===== src/rtl/muldiv_if.sv =====
// Bundle of request, MTHI/MTLO write, status and HI/LO result signals for muldiv_unit.
// With MULDIV_DIVZERO_FLAG_EN defined the bundle also carries div_by_zero.
interface muldiv_if #(parameter int DATA_WIDTH = 32) ();
  logic                  start;
  logic [1:0]            op;
  logic [DATA_WIDTH-1:0] op_a;
  logic [DATA_WIDTH-1:0] op_b;
  logic                  wr_hi;
  logic                  wr_lo;
  logic [DATA_WIDTH-1:0] wr_data;
  logic                  busy;
  logic                  done;
  logic [DATA_WIDTH-1:0] hi;
  logic [DATA_WIDTH-1:0] lo;
  logic [1:0]            dbg_state;
`ifdef MULDIV_DIVZERO_FLAG_EN
  logic                  div_by_zero;

  modport master (
    output start, op, op_a, op_b, wr_hi, wr_lo, wr_data,
    input  busy, done, hi, lo, dbg_state, div_by_zero
  );
  modport slave (
    input  start, op, op_a, op_b, wr_hi, wr_lo, wr_data,
    output busy, done, hi, lo, dbg_state, div_by_zero
  );
`else
  modport master (
    output start, op, op_a, op_b, wr_hi, wr_lo, wr_data,
    input  busy, done, hi, lo, dbg_state
  );
  modport slave (
    input  start, op, op_a, op_b, wr_hi, wr_lo, wr_data,
    output busy, done, hi, lo, dbg_state
  );
`endif
endinterface


===== src/rtl/muldiv_unit.sv =====
// Iterative MULT/MULTU/DIV/DIVU unit with HI/LO registers and MTHI/MTLO writes.
// Optional MULDIV_DIVZERO_FLAG_EN adds a sticky div_by_zero status output.
module muldiv_unit #(
  parameter int DATA_WIDTH = 32
) (
  input logic     clk,
  input logic     rst_n,
  muldiv_if.slave bus
);
  localparam int W  = DATA_WIDTH;
  localparam int CW = $clog2(W + 1);
  localparam logic [CW-1:0] LAST = CW'(W);

  // Handshake: start is sampled only in IDLE; busy covers RUN and FIX; done is a
  // one-cycle pulse in DONE (busy low) marking HI/LO freshly written. A start in
  // DONE is ignored and must be held or re-issued once the unit is back in IDLE.
  typedef enum logic [1:0] {IDLE = 2'd0, RUN = 2'd1, FIX = 2'd2, DONE = 2'd3} state_t;

  state_t        state, state_nx;
  logic [CW-1:0] cnt;
  logic          is_div, sign_a, neg_res, b_zero;
  logic [W-1:0]  m_reg, a_raw, work_hi, work_lo;
  logic [W-1:0]  hi_q, lo_q;

  logic          sgn_in, neg_a_in, neg_b_in;
  logic [W-1:0]  mag_a_in, mag_b_in;
  logic [W:0]    mul_sum, rem_sh;
  logic          rem_ge;
  logic [W-1:0]  rem_sub;
  logic [2*W-1:0] prod, prod_fix;
  logic [W-1:0]  quo_fix, rem_fix, res_hi, res_lo;

  assign sgn_in   = ~bus.op[0];
  assign neg_a_in = sgn_in & bus.op_a[W-1];
  assign neg_b_in = sgn_in & bus.op_b[W-1];
  assign mag_a_in = neg_a_in ? -bus.op_a : bus.op_a;
  assign mag_b_in = neg_b_in ? -bus.op_b : bus.op_b;

  always_comb begin
    state_nx = state;
    case (state)
      IDLE:    if (bus.start) state_nx = RUN;
      RUN:     if (cnt == LAST) state_nx = FIX;
      FIX:     state_nx = DONE;
      DONE:    state_nx = IDLE;
      default: state_nx = IDLE;
    endcase
  end

  always_ff @(posedge clk or negedge rst_n) begin
    if (!rst_n) state <= IDLE;
    else        state <= state_nx;
  end

  // One iteration step: multiply adds into the upper half and shifts right;
  // divide shifts the dividend into the partial remainder and restores on borrow.
  always_comb begin
    mul_sum = {1'b0, work_hi} + (work_lo[0] ? {1'b0, m_reg} : '0);
    rem_sh  = {work_hi, work_lo[W-1]};
    rem_ge  = (rem_sh >= {1'b0, m_reg});
    rem_sub = W'(rem_sh - {1'b0, m_reg});
  end

  always_comb begin
    prod     = {work_hi, work_lo};
    prod_fix = neg_res ? -prod : prod;
    quo_fix  = neg_res ? -work_lo : work_lo;
    rem_fix  = sign_a ? -work_hi : work_hi;
    res_hi   = prod_fix[2*W-1:W];
    res_lo   = prod_fix[W-1:0];
    if (is_div) begin
      // Divide by zero reports the raw dividend in HI regardless of signedness.
      res_hi = b_zero ? a_raw : rem_fix;
      res_lo = b_zero ? '1 : quo_fix;
    end
  end

  // RUN lasts W+1 cycles: W iteration cycles followed by one settle cycle, which
  // gives the fixed E0-to-done latency of W+2 edges.
  always_ff @(posedge clk or negedge rst_n) begin
    if (!rst_n) begin
      cnt     <= '0;
      is_div  <= 1'b0;
      sign_a  <= 1'b0;
      neg_res <= 1'b0;
      b_zero  <= 1'b0;
      m_reg   <= '0;
      a_raw   <= '0;
      work_hi <= '0;
      work_lo <= '0;
      hi_q    <= '0;
      lo_q    <= '0;
    end else begin
      case (state)
        IDLE: begin
          if (bus.start) begin
            cnt     <= '0;
            is_div  <= bus.op[1];
            sign_a  <= neg_a_in;
            neg_res <= neg_a_in ^ neg_b_in;
            b_zero  <= (bus.op_b == '0);
            a_raw   <= bus.op_a;
            m_reg   <= bus.op[1] ? mag_b_in : mag_a_in;
            work_hi <= '0;
            work_lo <= bus.op[1] ? mag_a_in : mag_b_in;
          end else begin
            if (bus.wr_hi) hi_q <= bus.wr_data;
            if (bus.wr_lo) lo_q <= bus.wr_data;
          end
        end
        RUN: begin
          if (cnt != LAST) begin
            cnt <= cnt + CW'(1);
            if (is_div) begin
              work_hi <= rem_ge ? rem_sub : rem_sh[W-1:0];
              work_lo <= {work_lo[W-2:0], rem_ge};
            end else begin
              work_hi <= mul_sum[W:1];
              work_lo <= {mul_sum[0], work_lo[W-1:1]};
            end
          end
        end
        FIX: begin
          hi_q <= res_hi;
          lo_q <= res_lo;
        end
        default: ;
      endcase
    end
  end

`ifdef MULDIV_DIVZERO_FLAG_EN
  logic div0_flag;

  always_ff @(posedge clk or negedge rst_n) begin
    if (!rst_n)
      div0_flag <= 1'b0;
    else if (state == FIX)
      div0_flag <= is_div & b_zero;
    else if (state == IDLE && !bus.start && (bus.wr_hi || bus.wr_lo))
      div0_flag <= 1'b0;
  end

  assign bus.div_by_zero = div0_flag;
`endif

  assign bus.busy      = (state == RUN) || (state == FIX);
  assign bus.done      = (state == DONE);
  assign bus.hi        = hi_q;
  assign bus.lo        = lo_q;
  assign bus.dbg_state = state;
endmodule


===== src/flat_wrapper.sv =====
// flat-port wrapper written by rule: the top's interface ports become plain ports
module muldiv_unit_flat 
#(
  parameter int DATA_WIDTH = 32
)
  (clk, rst_n, bus_start, bus_op, bus_op_a, bus_op_b, bus_wr_hi, bus_wr_lo, bus_wr_data, bus_busy, bus_done, bus_hi, bus_lo, bus_dbg_state);
  muldiv_if #(.DATA_WIDTH(DATA_WIDTH)) bus_i ();
  input logic clk;
  input logic rst_n;
  input wire logic [$bits(bus_i.start)-1:0] bus_start;
  input wire logic [$bits(bus_i.op)-1:0] bus_op;
  input wire logic [$bits(bus_i.op_a)-1:0] bus_op_a;
  input wire logic [$bits(bus_i.op_b)-1:0] bus_op_b;
  input wire logic [$bits(bus_i.wr_hi)-1:0] bus_wr_hi;
  input wire logic [$bits(bus_i.wr_lo)-1:0] bus_wr_lo;
  input wire logic [$bits(bus_i.wr_data)-1:0] bus_wr_data;
  output wire logic [$bits(bus_i.busy)-1:0] bus_busy;
  output wire logic [$bits(bus_i.done)-1:0] bus_done;
  output wire logic [$bits(bus_i.hi)-1:0] bus_hi;
  output wire logic [$bits(bus_i.lo)-1:0] bus_lo;
  output wire logic [$bits(bus_i.dbg_state)-1:0] bus_dbg_state;
  assign bus_i.start = bus_start;
  assign bus_i.op = bus_op;
  assign bus_i.op_a = bus_op_a;
  assign bus_i.op_b = bus_op_b;
  assign bus_i.wr_hi = bus_wr_hi;
  assign bus_i.wr_lo = bus_wr_lo;
  assign bus_i.wr_data = bus_wr_data;
  assign bus_busy = bus_i.busy;
  assign bus_done = bus_i.done;
  assign bus_hi = bus_i.hi;
  assign bus_lo = bus_i.lo;
  assign bus_dbg_state = bus_i.dbg_state;
  muldiv_unit #(.DATA_WIDTH(DATA_WIDTH)) u_core (.clk(clk), .rst_n(rst_n), .bus(bus_i));
endmodule

===== config.mk =====
export PLATFORM = sky130hd
export DESIGN_NAME = muldiv_unit_flat
export DESIGN_NICKNAME = d
export VERILOG_FILES = /design/src/rtl/muldiv_if.sv /design/src/rtl/muldiv_unit.sv /design/src/flat_wrapper.sv
export SDC_FILE = /design/constraint.sdc
export NUM_CORES = 1
export LEC_CHECK = 0
export ABC_CLOCK_PERIOD_IN_PS = 4100
export BUFFER_PORTS_ARGS = -buffer_cell sky130_fd_sc_hd__buf_2
export CAP_MARGIN = 15
export CORE_MARGIN = 2
export CORE_UTILIZATION = 42
export CTS_CLUSTER_DIAMETER = 120
export DETAILED_ROUTE_END_ITERATION = 12
export MAX_ROUTING_LAYER = met4
export PLACE_DENSITY = 0.64
export SLEW_MARGIN = 20
export SYNTH_ARGS = -nofsm -noshare
export SYNTH_HDL_FRONTEND = slang
export SYNTH_SLANG_ARGS = --single-unit

===== constraint.sdc =====
create_clock -name clk -period 4.1 [get_ports clk]
set_input_delay 0.41 -clock clk [delete_from_list [all_inputs] [get_ports clk]]
set_output_delay 0.41 -clock clk [all_outputs]
set_load 0.05 [all_outputs]

# --- Word-level counts from Yosys, hierarchy flattened ---
# Index checks and enable logic that the tools add are counted.
word_totals:
  register_bits: 204
  in_bits: 103
  output_inout_bits: 68
  elab_cells: 79
classes:
  addsub: 8
  order_cmp: 1
  eq_ne: 11
  n_mux: 33
  bitwise_logic: 4
  reduce_logical: 10
ops:
  columns: ["cell", "n"]
  rows:
  - ["$mux W32", 22]
  - ["$pmux W32 S2", 4]
  - ["$neg A32 Y32", 4]
  - ["$mux W64", 1]
  - ["$neg A64 Y64", 1]
  - ["$add A32 B32 Y33", 1]
  - ["$ge A33 B32 Y1", 1]
  - ["$logic_not A32 Y1", 1]
  - ["$sub A32 B32 Y32", 1]
  - ["$mux W6", 2]
  - ["$pmux W6 S2", 1]
  - ["$reduce_and A3 Y1", 3]
  - ["$ne A2 B2 Y1 const B", 4]
  - ["$pmux W2 S4", 1]
  - ["$add A6 B1 Y6 const B", 1]
  - ["$eq A6 B6 Y1 const B", 1]
  - ["$ne A6 B6 Y1 const B", 1]
  - ["$eq A2 B2 Y1 const B", 2]
  - ["$mux W2", 2]
  - ["$ne A2 B1 Y1 const B", 2]
  - ["$reduce_and A2 Y1", 2]
  - ["$reduce_bool A2 Y1", 2]
  - ["$and A1 B1 Y1", 2]
  - ["$eq A2 B1 Y1 const B", 1]
  - ["other kinds (4)", 4]

# --- Longest topological paths before layout ---
logic_depth:
  ltp_word: 6
  depth_mapped: 13
  mapped_depth_nobuf: 12

# --- Worst setup path before layout ---
# OpenSTA, ideal clock, no wires.
synth_timing:
  path_kind: "reg-to-reg"
  startpoint: "register u_core.work_lo[0]"
  endpoint: "register u_core.work_hi[30]"
  setup_ps: 94
  arrival_ps: 3014
  required_ps: 4006
  slack_ps: 992
  path_stages_with_launch: 14
  path_buffers: 2
  period_less_slack_ps: 3108
  path_cell_list: "dfrtp_1 -> inv_1 -> clkbuf_1 -> nor2_1 -> ha_1 -> clkbuf_1 -> nand2_1 -> or3_1 -> a211oi_1 -> nor3b_1 -> a211o_1 -> mux2i_1 -> a211o_1 -> a211oi_1"
synth_via:
  elab_chain_cells: 5
synth_rtl:
  columns: ["item", "line", "source"]
  rows:
  - ["start, declared", "muldiv_unit.sv:22", "logic [W-1:0] m_reg, a_raw, work_hi, work_lo;"]
  - ["start signal, assigned", "muldiv_unit.sv:105", "work_lo <= bus.op[1] ? mag_a_in : mag_b_in;"]
  - ["start signal, assigned", "muldiv_unit.sv:116", "work_lo <= {work_lo[W-2:0], rem_ge};"]
  - ["start signal, assigned", "muldiv_unit.sv:119", "work_lo <= {mul_sum[0], work_lo[W-1:1]};"]
  - ["$mux W32", "muldiv_unit.sv:58", "mul_sum = {1'b0, work_hi} + (work_lo[0] ? {1'b0, m_reg} : '0);"]
  - ["$add A32 B32 Y33", "muldiv_unit.sv:58", null]
  - ["$mux W32", "muldiv_unit.sv:114", "if (is_div) begin"]
  - ["$mux W32", "muldiv_unit.sv:112", "if (cnt != LAST) begin"]
  - ["$pmux W32 S2", "muldiv_unit.sv:94", "case (state)"]
  - ["end signal, assigned", "muldiv_unit.sv:115", "work_hi <= rem_ge ? rem_sub : rem_sh[W-1:0];"]
  - ["end signal, assigned", "muldiv_unit.sv:118", "work_hi <= mul_sum[W:1];"]
  - ["end, declared", "muldiv_unit.sv:22", null]
# No other way between the ends. The select of a mux whose other input is x is not followed.
# A chain may end at the register's enable or synchronous reset.

# --- Final worst setup path ---
# Same ends and word-level chain as after synthesis.

==> metrics <==
status=complete, no violations; EDFF count, synth=0; synthesized area per cell=roughly 7.9 um^2; DRT antenna net count=0; Leak=0.00873 uW; Most used DFF post-synth=dfrtp_1; Worst-Margin Slew=approximately 970 ps; port buffer count=170; Placed Instances=2870; Worst Path Required=around 4600 ps; Post-route DRC=0; max-slew violations=0; 1st-iter DRT viols=2106; initial antenna violation count=2; area leader, netlist=dfrtp_1; synthesis-to-layout area growth=13.3%; Slew headroom=between 30% and 40%; worst-path fanout max=22; clk slew on worst S/H paths=around 60 ps; wl on met1=31.8 mm; Synth cell types=between 90 and 100; PwrDens=a little under 1000 nW/um^2; Tot GR Track Use=between 30% and 40%; uppermost layer routed=met4; Top Ports=around 170; achievable frequency=0.290 GHz; Max Buffers Root-to-Sink=3; die area=44300 um^2; GR Overflow Total=0; Skew-Pair Late Insertion Delay=580 ps; CTS tree=built; vias in the first global route=about 17000; core area=approximately 42000 um^2; die width=211 um; WL met3=a little over 7 mm; final WL=between 70 and 80 mm; CTS Sinks=slightly above 200; Tmin final=between 3000 and 4000 ps; syn nets=between 2000 and 2500; largest net degree at the start of global routing=between 90 and 100; GPL Wtd Cong=1.02; xor/xnor cell area share of the yosys netlist=under 10%; CP Launch Type=flop; CTS root buf=clkbuf_16; CP arrival=3930 ps; Syn. warnings=0; first-pass GRT wire length=approximately 110 mm; post-CTS sizing=0; CP endpoint kind=flop; chip height=roughly 210 um; Cells after Synth=~2300; RSZ-0062 raised after global routing=no; Hold Vio Cnt, Final=0; VDD IR max=about 420 uV; layout cell share with drive strength beyond 1=around 16%; HP Class=in -> reg; Yosys top cell area share=between 20% and 30%; post-synthesis mux area share=between 6 and 7%; Seq/Total Area, Yosys=approximately 28%; Vias=between 15000 and 20000; Num CTS Buffers=26; largest family of logic cells by synthesized area=compound AO/OA/AOI/OAI gates; Final Cycle Share=a little over four fifths; final cell count without fillers=2919; Setup Skew=roughly 25 ps; Final nets=about 2500; std cell rows=between 70 and 80; pre-CTS setup slack=677 ps; H-tree depth=1; cell area after synthesis=approximately 18000 um^2; Final setup viols=0; Detailed Routing Iterations Pass 1=6; post-synthesis compound-gate area fraction=between 20% and 30%; critical path class=reg -> reg; register bit total from synthesis=approximately 200; Via density=6.32; synth top area cells=dfrtp_1 (28%), a21oi_1 (5.6%), xnor2_1 (5.5%), o21ai_0 (5.4%), ha_1 (5.2%); initial core utilization=~43%; final setup TNS=0 ps; Post-Synth Simple-Gate Area=18.4%; WL per Instance=approximately 24 um; post-layout util=between 40% and 50%; Adder-Cell Fraction of Synth Area=5.39%; final setup margin=approximately 650 ps; Post-DP HPWL=around 57 mm; Max Cap Viol=0; Post-synth ARST share=between 90% and 100%; metal2 WL=around 30 mm
[repair_timing]
item,CTS,global route
endpoints found under the hold margin,87,0
buffers inserted,0,0
hold buffers,1,0
[routing by layer]
layer,vias to the layer above,track usage [%]
li1,8427,-
met5,-,-
met4,0,9.86
met1,8927,46.2
met3,131,6.14
met2,970,46.1
[report_power, final]
group	internal, uW	leakage, uW	switching, uW
clock network	1450	0.000440	996
registers	2970	0.00249	1290
logic	4710	0.00580	8630
total	9130	0.00873	10900
[layout by cell type (no fill, tap or decap), drive strengths merged, types with 14 or more instances in the layout]
master  Yosys  layout
o21ai     218     218
dfrtp     204     204
a31oi      16      16
o22ai      41      41
mux2       45      45
or4        19      19
inv        83      86
buf        33     238
o41ai      20      20
xor2       86      86
nand3      44      44
nor2      176     176
xnor2     112     112
or3        14      14
nor3       44      44
o21a       15      15
nor4       24      24
ha         74      74
nand2     230     230
a21oi     201     201
nand4      32      32
a211oi     35      35
a21o       34      34
o31ai      34      34
o211ai     17      17
and3       14      14
nor3b      26      26
a22oi      17      17
clkbuf    134      33
mux2i      62      62
o221ai     15      15
[metrics by stage]
step | total power, uW | hold slack [ps] | cell area (um^2)
floorplan | 13300 | 114 | 17900
global placement | 17100 | 459 | 19400
detailed placement | 17200 | 465 | 19400
CTS | 19700 | 91.2 | 20300
global route | 21200 | 132 | 20300
finish | 20000 | 120 | 20300
[synthesized netlist by cell type (15+ instances only)]
| cell type | count |
|---|---|
| a31oi_1 | 15 |
| nor2_1 | 175 |
| a22oi_1 | 17 |
| nand2_1 | 229 |
| a211oi_1 | 34 |
| mux2_2 | 45 |
| o21ai_0 | 195 |
| xor2_1 | 86 |
| clkbuf_1 | 133 |
| nand4_1 | 31 |
| xnor2_1 | 112 |
| mux2i_1 | 62 |
| o21ai_1 | 23 |
| o31ai_1 | 32 |
| dfrtp_1 | 204 |
| ha_1 | 74 |
| nor3b_1 | 23 |
| inv_1 | 82 |
| o221ai_1 | 15 |
| o41ai_1 | 16 |
| nor4_1 | 21 |
| or4_1 | 18 |
| o211ai_1 | 16 |
| o22ai_1 | 41 |
| nand3_1 | 43 |
| a21oi_1 | 201 |
| a21o_1 | 34 |
| nor3_1 | 44 |
| o21a_1 | 15 |
| buf_1 | 17 |
[critical path, cell delays in order (launching register included)]
cell	delay, ps
dfrtp_1	390
inv_1	320
buf_12	220
nor2_1	70
ha_1	410
nand2_1	180
or3_1	420
a211oi_1	300
nor3b_1	120
a211o_1	360
mux2i_1	140
a211o_1	260
a211oi_1	160
[path summary, 6_finish.rpt]
path                                             endpoint                     startpoint  slack [ps]  depth (start not counted)
setup / recovery           u_core.work_hi[30]$_DFFE_PN0P_  u_core.work_lo[0]$_DFFE_PN0P_         650                         12
hold / removal                  u_core.b_zero$_DFFE_PN0P_                   bus_op_b[31]         120                          2
setup reg to reg           u_core.work_hi[30]$_DFFE_PN0P_  u_core.work_lo[0]$_DFFE_PN0P_         650                         12
hold reg to reg             u_core.bus.lo[25]$_DFFE_PN0P_  u_core.bus.lo[25]$_DFFE_PN0P_         480                          2
max in group asynchronous  u_core.work_lo[15]$_DFFE_PN0P_                          rst_n        2580                          3
min in group asynchronous    u_core.bus.lo[6]$_DFFE_PN0P_                          rst_n         440                          2
[final cells by class]
class	instances	area (um^2)
fill	4127	21700
multi-input combinational	1804	11900
sequential	204	5110
timing repair buffer	240	1440
clock buffer	32	724
tap	539	674
inverter	84	315
clock inverter	15	166
antenna	1	2.50
[logic make-up after synthesis]
family,after synthesis
fa+ha+maj,76
simple gates,681
compound gates,742
mux,107
flops,204
buf+inv,251
xor+xnor,198
Note: power is estimated with default switching activity, not from simulation.
